$ cat src/rtl/sa_out_requant.sv
// Requantizes 8-element rows of signed 64-bit results to int8 using a per-row
// power-of-two shift; ping-pong row buffers keep the stream stall-free.
module sa_out_requant #(
  parameter int ROW_LEN = 8,
  parameter int IN_W    = 64,
  parameter int OUT_W   = 8,
  parameter int SH_W    = 6
) (
  input  logic                    clk,
  input  logic                    rst_n,
  input  logic                    cg_en,
  input  logic                    in_valid,
  input  logic signed [IN_W-1:0]  in_data,
  output logic                    out_valid,
  output logic signed [OUT_W-1:0] out_data,
  output logic [SH_W-1:0]         out_shift,
  output logic                    out_last
);

  localparam int CNT_W = $clog2(ROW_LEN);
  localparam int MAG_W = IN_W - 1;

  logic [IN_W-1:0]  bufMem [2][ROW_LEN];
  logic             wrSel_q, wrSel_d;
  logic [CNT_W-1:0] cntIn_q, cntIn_d;
  logic [MAG_W-1:0] mag_q, mag_d;
  logic             rdSel_q, rdSel_d;
  logic [CNT_W-1:0] rdSlot_q, rdSlot_d;
  logic             rdFull_q, rdFull_d;
  logic [SH_W-1:0]  shift_q, shift_d;
  logic             outValid_q, outValid_d;
  logic [OUT_W-1:0] outData_q, outData_d;
  logic [SH_W-1:0]  outShift_q, outShift_d;
  logic             outLast_q, outLast_d;

  logic [MAG_W-1:0] magNext;
  logic [SH_W-1:0]  shNew;
  logic             rowDone;

  // Gating only saves power; the datapath behaves identically either way.
  logic unused_cg;
  assign unused_cg = cg_en;

  function automatic logic [SH_W-1:0] shiftFor(input logic [MAG_W-1:0] m);
    int nb;
    nb = 0;
    for (int i = 0; i < MAG_W; i++) begin
      if (m[i]) nb = i + 1;
    end
    return (nb > OUT_W - 1) ? SH_W'(nb - (OUT_W - 1)) : '0;
  endfunction

  function automatic logic [OUT_W-1:0] requant(input logic [IN_W-1:0] v,
                                               input logic [SH_W-1:0] sh);
    logic signed [IN_W-1:0] s;
    s = $signed(v) >>> sh;
    return s[OUT_W-1:0];
  endfunction

  assign magNext = mag_q | (in_data[MAG_W-1:0] ^ {MAG_W{in_data[IN_W-1]}});
  assign rowDone = in_valid && (cntIn_q == CNT_W'(ROW_LEN - 1));
  assign shNew   = shiftFor(magNext);

  // Row storage carries no reset; validity lives entirely in the control flops.
  always_ff @(posedge clk) begin
    if (in_valid) bufMem[wrSel_q][cntIn_q] <= in_data;
  end

  // A completing row starts emitting slot 0 on its own completion edge, so the
  // previous row is always drained before the buffers swap again.
  always_comb begin
    wrSel_d    = wrSel_q;
    cntIn_d    = cntIn_q;
    mag_d      = mag_q;
    rdSel_d    = rdSel_q;
    rdSlot_d   = rdSlot_q;
    rdFull_d   = rdFull_q;
    shift_d    = shift_q;
    outValid_d = 1'b0;
    outData_d  = '0;
    outShift_d = '0;
    outLast_d  = 1'b0;

    if (in_valid) begin
      cntIn_d = rowDone ? '0 : cntIn_q + 1'b1;
      mag_d   = rowDone ? '0 : magNext;
    end

    if (rowDone) begin
      wrSel_d    = ~wrSel_q;
      rdSel_d    = wrSel_q;
      rdFull_d   = 1'b1;
      rdSlot_d   = CNT_W'(1);
      shift_d    = shNew;
      outValid_d = 1'b1;
      outData_d  = requant(bufMem[wrSel_q][0], shNew);
      outShift_d = shNew;
    end else if (rdFull_q) begin
      outValid_d = 1'b1;
      outData_d  = requant(bufMem[rdSel_q][rdSlot_q], shift_q);
      outShift_d = shift_q;
      outLast_d  = (rdSlot_q == CNT_W'(ROW_LEN - 1));
      rdSlot_d   = rdSlot_q + 1'b1;
      if (rdSlot_q == CNT_W'(ROW_LEN - 1)) rdFull_d = 1'b0;
    end
  end

  always_ff @(posedge clk or negedge rst_n) begin
    if (!rst_n) begin
      wrSel_q    <= 1'b0;
      cntIn_q    <= '0;
      mag_q      <= '0;
      rdSel_q    <= 1'b0;
      rdSlot_q   <= '0;
      rdFull_q   <= 1'b0;
      shift_q    <= '0;
      outValid_q <= 1'b0;
      outData_q  <= '0;
      outShift_q <= '0;
      outLast_q  <= 1'b0;
    end else begin
      wrSel_q    <= wrSel_d;
      cntIn_q    <= cntIn_d;
      mag_q      <= mag_d;
      rdSel_q    <= rdSel_d;
      rdSlot_q   <= rdSlot_d;
      rdFull_q   <= rdFull_d;
      shift_q    <= shift_d;
      outValid_q <= outValid_d;
      outData_q  <= outData_d;
      outShift_q <= outShift_d;
      outLast_q  <= outLast_d;
    end
  end

  assign out_valid = outValid_q;
  assign out_data  = outData_q;
  assign out_shift = outShift_q;
  assign out_last  = outLast_q;

endmodule

$ cat config.mk
export PLATFORM = sky130hd
export DESIGN_NAME = sa_out_requant
export DESIGN_NICKNAME = d
export VERILOG_FILES = /design/src/rtl/sa_out_requant.sv
export SDC_FILE = /design/constraint.sdc
export NUM_CORES = 1
export LEC_CHECK = 0
export CELL_PAD_IN_SITES_DETAIL_PLACEMENT = 1
export CELL_PAD_IN_SITES_GLOBAL_PLACEMENT = 2
export CORE_MARGIN = 2
export CORE_UTILIZATION = 35
export CTS_CLUSTER_SIZE = 20
export DETAILED_ROUTE_END_ITERATION = 8
export HOLD_SLACK_MARGIN = 0.06
export PLACE_DENSITY = 0.62
export SYNTH_ARGS = -nofsm -noshare
export SYNTH_HDL_FRONTEND = slang
export SYNTH_SLANG_ARGS = --single-unit
$ cat constraint.sdc
create_clock -name clk -period 16.3 [get_ports clk]
set_input_delay 2.445 -clock clk [delete_from_list [all_inputs] [get_ports clk]]
set_output_delay 2.445 -clock clk [all_outputs]
set_load 0.02 [all_outputs]
=== After elaboration in Yosys (flattened, before gate mapping) ===
Memory sizes are Yosys's and may differ from the RTL's.
Index checks and enable logic that the tools add are counted.

* Register bits: 94
* Word-level logic and storage cells: 117
* Input bits: 68
* Memories: 1
* Memory bits (writable): 1024

* Reductions and logical operators: 3
* Add/subtract/negate cells: 3
* Order comparisons: 4
* Eq/ne operators: 2
* Muxes and demuxes: 86
* Shifts and indexed selects: 2
* Bitwise operators: 5

{| class="wikitable"
|+ Memory list
! name !! depth !! bits a word !! read ports !! clocked after Yosys merged registers in !! wr ports !! line !! source
|-
| bufMem || 2 || 512 || 2 || 0 || 1 || 23 || <nowiki>logic [IN_W-1:0] bufMem [2][ROW_LEN];</nowiki>
|}

{| class="wikitable"
|+ Operator list
! operator !! number
|-
| $mux 32 || 61
|-
| $mux 512 || 1
|-
| $bmux 64 s3 || 1
|-
| $demux 64 s3 || 1
|-
| $mux 64 || 3
|-
| $sshr 64x6->8 || 2
|-
| $mux 63 || 1
|-
| $or 63x63->63 || 1
|-
| $xor 63x63->63 || 1
|-
| $gt 32x4->1 const B || 1
|-
| $mux 6 || 3
|-
| $mux 8 || 2
|-
| $mux 1 || 9
|-
| $mux 3 || 3
|-
| $ge 4x4->1 const B || 2
|-
| $not 3->4 || 2
|-
| $add 3x1->3 const B || 2
|-
| $eq 3x3->1 const B || 2
|-
| $sub 6x4->6 const B || 1
|-
| $lt 4x1->1 const B || 1
|-
| $logic_and 1x1->1 || 2
|-
| $mux 2 || 1
|-
| $reduce_bool 2->1 || 1
|-
| $not 1->1 || 1
|}

=== Longest topological paths before layout ===
Gate-level depths: netlist of the first run.

* Depth after elaboration: 69
* Gate-level depth with buffers: 23
* Gate-level depth less buffers: 15

=== Worst setup path before layout of the first run ===
No wires, ideal clock.

* Path kind: in2reg
* Start: in in_valid
* End: mem bufMem[0][448] (netlist bit) (enable)
* Buffers on the path: 1
* Library setup time: 0.565 ns
* Arrival: 7.635 ns
* Stages on the path: 4
* Setup slack: 8.101 ns
* Path through: clkbuf_1 > inv_1 > or3_1 > nor3_1

* Longest elaborated chain between the ends: 2

{| class="wikitable"
|+ Ends and longest elaborated chain
! what !! line !! source
|-
| start: declaration || 12 || <nowiki>input logic in_valid,</nowiki>
|-
| $mux 1 || 66 || <nowiki>if (in_valid) bufMem[wrSel_q][cntIn_q] <= in_data;</nowiki>
|-
| $mux 512 (implied by the code) || 66 ||
|-
| end: declaration || 23 ||
|}

No other way between the ends.

=== Worst setup path after layout of the first run ===
* Start: in in_data[63]
* End: reg outData_q[4] (netlist: out_data[4])

* Longest elaborated chain between the ends: 69

{| class="wikitable"
|+ Ends and longest elaborated chain
! what !! line !! source
|-
| start: declaration || 13 || <nowiki>input logic signed [IN_W-1:0] in_data,</nowiki>
|-
| $xor 63x63->63 (*) || 60 || <nowiki>assign magNext = mag_q | (in_data[MAG_W-1:0] ^ {MAG_W{in_data[IN_W-1]}});</nowiki>
|-
| $or 63x63->63 (*) || 60 ||
|-
| $mux 1 || 48 || <nowiki>if (m[i]) nb = i + 1;</nowiki>
|-
| $mux 2 || 48 ||
|-
| $mux 32 (60 in a row) || 48 ||
|-
| $mux 32 (*) || 48 ||
|-
| $gt 32x4->1 or $sub 6x4->6 (tied branches) || 50 || <nowiki>return (nb > OUT_W - 1) ? SH_W'(nb - (OUT_W - 1)) : '0;</nowiki>
|-
| $mux 6 (*) || 50 ||
|-
| $sshr 64x6->8 (*) || 56 || <nowiki>s = $signed(v) >>> sh;</nowiki>
|-
| $mux 8 (*) || 89 || <nowiki>if (rowDone) begin</nowiki>
|-
| net outData_d[4] || 32 || <nowiki>logic [OUT_W-1:0] outData_q, outData_d;</nowiki>
|-
| end signal: assignment || 130 || <nowiki>outData_q <= outData_d;</nowiki>
|-
| end: declaration || 32 ||
|}

The timed path passes the listed nets; every way through them passes the cells marked *.
A chain may end at the register's enable or synchronous reset.

==> results of run 1 <==
## power breakdown
part           internal, mW  leakage, nW  switching (mW)  total (mW)
Clock                  1.60         1.92            1.16        2.77
Combinational          1.49         5.84            2.14        3.64
Sequential             3.49         10.2           0.281        3.77
## final cells by class
cell class                      count  area share (%)
Sequential cell                  1118            57.8
Multi-Input combinational cell   1555            28.4
Clock buffer                      149            5.48
Tap cell                         1903            4.15
Timing Repair Buffer              165            2.56
Clock inverter                     72            1.43
Inverter                           20           0.135
Antenna cell                        5          0.0218
## flip-flops by register name (all words and copies together), names as in the netlist
name and cells:
rdSel_q 1, rdSlot_q 3, out_shift 6, mag_q 63, shift_q 6, wrSel_q 1
out_valid 1, out_data 8, cntIn_q 3, out_last 1, bufMem 1024, rdFull_q 1
## how the worst max path moves through the flow
stage,start,endpoint,slack [ns],cells after the start
2_1_floorplan,in_valid,bufMem[0][448],8.10,4
3_3_place_gp,in_data[63],out_data[4],6.95,17
3_5_place_dp,in_data[63],out_data[4],6.92,17
4_1_cts,in_data[63],out_data[4],7.73,17
5_1_grt,in_data[63],out_data[4],7.23,17
6_report,in_data[63],out_data[4],7.45,17
## cell usage in the layout, fill, tap and decap left out, types with 9 or more instances in the layout
cell type | synthesis | routed
a2111oi_0 | 10 | 10
a211oi_1 | 26 | 26
a21oi_1 | 101 | 101
a22oi_1 | 9 | 9
a31oi_1 | 10 | 10
and2_1 | 12 | 11
and3_1 | 29 | 29
buf_4 | 4 | 82
bufinv_16 | 0 | 15
clkbuf_1 | 79 | 24
clkbuf_16 | 0 | 118
clkdlybuf4s50_1 | 0 | 79
clkinv_1 | 2 | 20
clkinv_2 | 0 | 21
dfrtp_1 | 94 | 87
edfxtp_1 | 1024 | 1024
inv_1 | 16 | 14
mux2_2 | 39 | 39
mux2i_1 | 107 | 106
mux4_2 | 395 | 395
nand2_1 | 153 | 153
nand2b_1 | 15 | 15
nand3_1 | 53 | 53
nand4_1 | 9 | 9
nor2_1 | 187 | 175
nor2_4 | 0 | 12
nor2b_1 | 10 | 10
nor3_1 | 43 | 39
o211ai_1 | 15 | 15
o21ai_0 | 93 | 93
o22ai_1 | 24 | 24
or3_1 | 23 | 23
xnor2_1 | 9 | 9
xor2_1 | 57 | 57
## stage by stage
step	utilization [%]	instances	hold WS, ns	power [mW]
final	40.1	4987	0.526	10.2
after global routing	40.1	4982	0.555	10.6
after CTS	40.1	4982	0.533	10.3
after detailed placement	37.3	4761	0.518	7.52
after global placement	37.3	4761	0.503	7.45
after floorplan	-	2875	0.477	6.09
## worst max-delay path, delay by kind of cell
kind | cells | cell delay, ns
compound gates | 7 | 2.24
xor+xnor | 1 | 0.20
fa+ha+maj | 1 | 0.41
buf+inv | 3 | 1.51
mux | 2 | 0.84
simple gates | 3 | 1.64
## layer usage
metal | part of all wire, % | GRT usage (%) | up-vias
met5 | 0.023 | 0 | -
li1 | - | - | 11985
met2 | 49 | 36.7 | 689
met1 | 44 | 30.5 | 15490
met3 | 4.0 | 2.93 | 199
met4 | 2.7 | 5.89 | 6
## logic make-up (layout without fill, tap and decap cells)
family	after synthesis	after routing
adder cells (fa/ha/maj)	5	5
buffers and inverters	202	406
AO/OA/AOI/OAI	369	369
XOR/XNOR	66	66
multiplexers	542	542
other	0	5
AND/OR/NAND/NOR	573	573
flip-flops	1118	1118
==> results.ini, run 1 <==
[layout]
final_cell_area_mm2 = 0.0573
num-nets-final = 3051
fillers = 13942
regArea_mm2 = 0.0331
drive_gt1_share_pct = 24.5
area_growth_pct = 14.1
multi_input_area_mm2 = 0.0163

[yosys]
synth_commonest_cells = 1024 x edfxtp_1, 395 x mux4_2, 187 x nor2_1
synthTopCellsByArea = edfxtp_1 61%, mux4_2 18%, dfrtp_1 4.7%
synth_top_family_by_area = multiplexers
syn_nets = 2948
synth_edf_count = 1024
yosys.area_share.simple_pct = 5.38
synth_top_area_cell = edfxtp_1
synth_mux_area_share_pct = 20.7
synth-seq-cells = 1118
syn_inst = 2875
async_flop_share_pct = 8.41
syn_area_mm2 = 0.0502
synth_cell_type_count = 86
ys_seq_area_share_pct = 65.9
synth-warning-count = 0
synth_fa_ha_area_share_pct = 0.125
syn_area_per_cell_um2 = 17.5
synthFlopType = edfxtp_1
yosysMostFrequentCell = edfxtp_1
synth_compound_area_share_pct = 4.80
synth_xor_area_share_pct = 1.15
synth_top_area_share_pct = 61.2

[route]
drc = 0
routedWlPerCell_um = 32.2
drt_first_pass_iters = 5
vias = 28369
initialDrtViolationCount = 2407
via_per_inst = 5.69
drtAntennaViolNets = 0
wl_um = 161000

[cts]
h-tree-depth = 3
postCtsHoldBufs = 0
cts_made_buffers = 118
clockBufferDepth = 3
clk_pin_slew_ns = 0.06
cts_sinks = 1118
clock_latency_ns = 0.76
postCtsSetupBuffers = 0
cts_resized = 0
cts-root-buf = clkbuf_16
cts_tree = yes

[run_status]
status = finished clean

[min_path]
hold_class = flop to flop
whs_endpoint = mag_q[51]
worstHoldStart = mag_q[51]
min_delay_path_depth = 2

[die]
io_pins = 84
die_w_um = 383
fp.dieArea_mm2 = 0.147
core_mm2 = 0.143
initial_core_util_pct = 35.1
row_count = 139
fp.dieH_um = 383

[placed_design]
dpl_cell_area_mm2 = 0.0533
io_buffers = 82
hpwlAfterDp_um = 102000
post-place-ws_ns = 6.92
globalplace.congestion = 0.931

[worst_setup_path]
path_cells = clkbuf_8 > buf_4 > xor2_1 > a211o_1 > a211oi_2 > nand3_1 > or4_4 > o21bai_4 > inv_4 > ha_1 > and2_4 > mux4_2 > mux2_2 > o22ai_1 > o31ai_1 > a211oi_1 > o211ai_1
worstSetupStartpointType = primary input
worstSetupPathType = primary input to flop
r2r_slack_ns = 9.65
worstSetupEndpointType = flop
crit_fanout = 125
cp_slowest_cell = and2_4
crit_required_ns = 16.84
crit_arrival_ns = 9.39
rr_endpoint = out_data[4]
r2r_start = rdSlot_q[0]
cpPeakStageDelay_ns = 0.87
rr_worst_depth = 14

[grt]
gr-total-overflow = 0
antenna_found_initial = 11
globalRouteTotalUtil_pct = 22.1
grt_pass1_wl_um = 230000
grt_max_degree = 126
grt_pass1_vias = 30256

[pwr]
vdd_drop_max_mv = 0.0960
p_leak_nw = 18.0
powerDensity_mw_per_mm2 = 177

[sta]
fin_ws_ns = 7.45
max_freq_ghz = 0.113
period_share_pct = 54.3
finalSetupTns_ns = 0
finClkSkew_ns = 0.0294
slew_violations = 0
hold_violations = 0
setup_viol_count_final = 0
rsz0062_at_grt = no
slew_headroom_pct = 20.8
worst_slew_pin_slew_ns = 1.18
timing.final.crit_period_ns = 8.85

[run]
cap_violations = 0

Power figures use the tool's default switching activity.
==> run 2: changes to the inputs <==
PLACE_DENSITY = 0.64   (was 0.62)
clock period = 7.33 ns   (was 16.3 ns; I/O delays follow)
==> run 2 against run 1 <==
Non-clock buffer count up 65. Hold slack lost 0.064 ns. Global-route usage is 0.66 points higher. Clock power increased by 140%. Die area unchanged. Final area up 1.7%. Register-to-register slack got worse by 7.6 ns. First-iteration DRC count up 11%. Total power is 130% higher. Sequential share of layout area decreased by 0.96 points. Critical path depth unchanged. Utilization up 0.67 points. Critical endpoint is now out_data[5].
==> results.ini, run 2 (same netlist as run 1, synthesis figures left out) <==
[run_status]
status = finished clean

[sta]
max_freq_ghz = 0.162
finClkSkew_ns = 0.0315
slew_violations = 0
hold_violations = 0
finalSetupTns_ns = 0
rsz0062_at_grt = no
timing.final.crit_period_ns = 6.17
setup_viol_count_final = 0
period_share_pct = 84.2
worst_hold_slack_ns = 0.462
worst_slew_pin_slew_ns = 1.26
slew_headroom_pct = 15.8

[layout]
final_cell_area_mm2 = 0.0583
largest_register_ffs = 1024
drive_gt1_share_pct = 26.5
area_growth_pct = 16.0
top_register = bufMem
mostFrequentLayoutCells = 1024 x edfxtp_1, 395 x mux4_2, 175 x nor2_1, 153 x nand2_1, 132 x buf_4
num-nets-final = 3117
final_common_cell = edfxtp_1
final_cells = 5053

[cts]
clockBufferDepth = 3
cts-root-buf = clkbuf_16
postCtsHoldBufs = 0
cts_made_buffers = 119
clk_pin_slew_ns = 0.06
postCtsSetupBuffers = 0
cts_tree = yes
h-tree-depth = 3
clock_latency_ns = 0.76
cts_resized = 0
cts_sinks = 1118

[worst_setup_path]
critPathTopFamily = compound AO/OA/AOI/OAI gates
worstSetupEndpointType = flop
crit_required_ns = 7.93
crit_fanout = 16
cpPeakStageDelay_ns = 0.84
cp_slowest_cell = clkdlybuf4s50_1
path_common_cell = o21ai_0
crit_buf_inv = 3
path_cells = clkdlybuf4s50_1 > and3_1 > o21ai_0 > o21ai_0 > a2111oi_0 > o22ai_1 > a21oi_1 > ha_1 > and2_4 > buf_12 > mux4_2 > mux2_2 > o21ai_1 > o21ai_0 > a211oi_2 > buf_4 > o211ai_1
worstSetupPathType = primary input to flop
crit_arrival_ns = 6.78
worstSetupStartpointType = primary input

[pwr]
p_clk_share_pct = 28.3
p_sw_mw = 8.00
power_mw = 23.0
seq_power_share_pct = 36.6
powerDensity_mw_per_mm2 = 395
power_frac_comb_pct = 35.1
vdd_drop_max_mv = 0.234
p_leak_nw = 18.5
p_int_mw = 15.0
p_sw_share_pct = 34.7

[placed_design]
hpwlAfterDp_um = 109000
placed_cells = 4826
io_buffers = 82
globalplace.congestion = 0.907
dpl_cell_area_mm2 = 0.0540

[route]
wl_um = 166000
drtAntennaViolNets = 0
routedWlPerCell_um = 32.9
via_per_inst = 5.75
initialDrtViolationCount = 2680
vias = 29043
drc = 0
drt_first_pass_iters = 5

[die]
die_w_um = 383
fp.dieH_um = 383
fp.dieArea_mm2 = 0.147
io_pins = 84
row_count = 139
core_mm2 = 0.143
initial_core_util_pct = 35.1

[grt]
globalRouteTotalUtil_pct = 22.7
antenna_found_initial = 10
grt_pass1_wl_um = 236000
grt_pass1_vias = 30660
gr-total-overflow = 0
grt_max_degree = 76

[run]
cap_violations = 0

[min_path]
hold_class = primary input to asynchronous set/reset pin

run 2: cell count changes in the layout (fill, tap and decap cells not counted), moves of 2 or more:
cell	delta
clkbuf_16	+2
bufinv_16	+7
clkbuf_1	-8
clkinv_8	-2
buf_4	+50
clkinv_16	+2
clkinv_4	+3
diode_2	-4
buf_12	+15
run 2: layout make-up:
type,instances,area [um2]
Timing Repair Buffer,230,2140
Fill cell,13983,84700
Antenna cell,1,2.50
Multi-Input combinational cell,1555,16300
Inverter,20,77.6
Sequential cell,1118,33100
Tap cell,1903,2380
Clock inverter,83,1100
Clock buffer,143,3160
run 2: through the flow:
stage / worst slack [ns] / util, %
finish: 1.16 / 40.8
global route: 1.05 / 40.8
CTS: 1.21 / 40.8
detailed placement: 0.408 / 37.8
global placement: 0.495 / 37.8
floorplan: 0.476 / -
run 2: path summary, 6_finish.rpt:
kind,slack (ns),start,to,cells past startpoint
min in group clk,0.53,mag_q[62],mag_q[62],2
min,0.46,rst_n,mag_q[1],1
min reg2reg,0.53,mag_q[62],mag_q[62],2
max in group asynchronous,5.45,rst_n,rdSlot_q[0],2
max reg2reg,2.01,mag_q[8],out_data[5],16
max,1.16,in_data[37],out_data[5],17
run 2: power by group through the flow:
stage	Clock [mW]	Sequential, mW	Combinational [mW]
floorplan	0	8.16	5.38
global placement	0	8.52	8.05
detailed placement	0	8.58	8.16
CTS	6.64	8.45	8.20
global route	6.86	8.52	8.60
finish	6.51	8.44	8.09
run 2: per-layer routing:
| metal | track usage (%) | up-vias | part of all wire, % |
|---|---|---|---|
| met3 | 3.32 | 202 | 4.8 |
| met1 | 31.4 | 15949 | 43 |
| met2 | 37.7 | 793 | 49 |
| li1 | - | 12095 | - |
| met4 | 6.03 | 4 | 2.7 |
| met5 | 0 | - | 0.019 |
run 2: worst reg2reg max path, stage by stage, from the launching register on:
cell and delay (ns):
dfrtp_1 0.41, nor2_1 0.31, o21ai_0 0.26, a2111oi_0 0.73
o21ai_0 0.25, a311o_1 0.38, a21oi_1 0.31, ha_1 0.32
and2_4 0.17, buf_12 0.15, mux4_2 0.37, mux2_2 0.29
o21ai_1 0.22, o21ai_0 0.18, a211oi_2 0.51, buf_4 0.20
o211ai_1 0.10
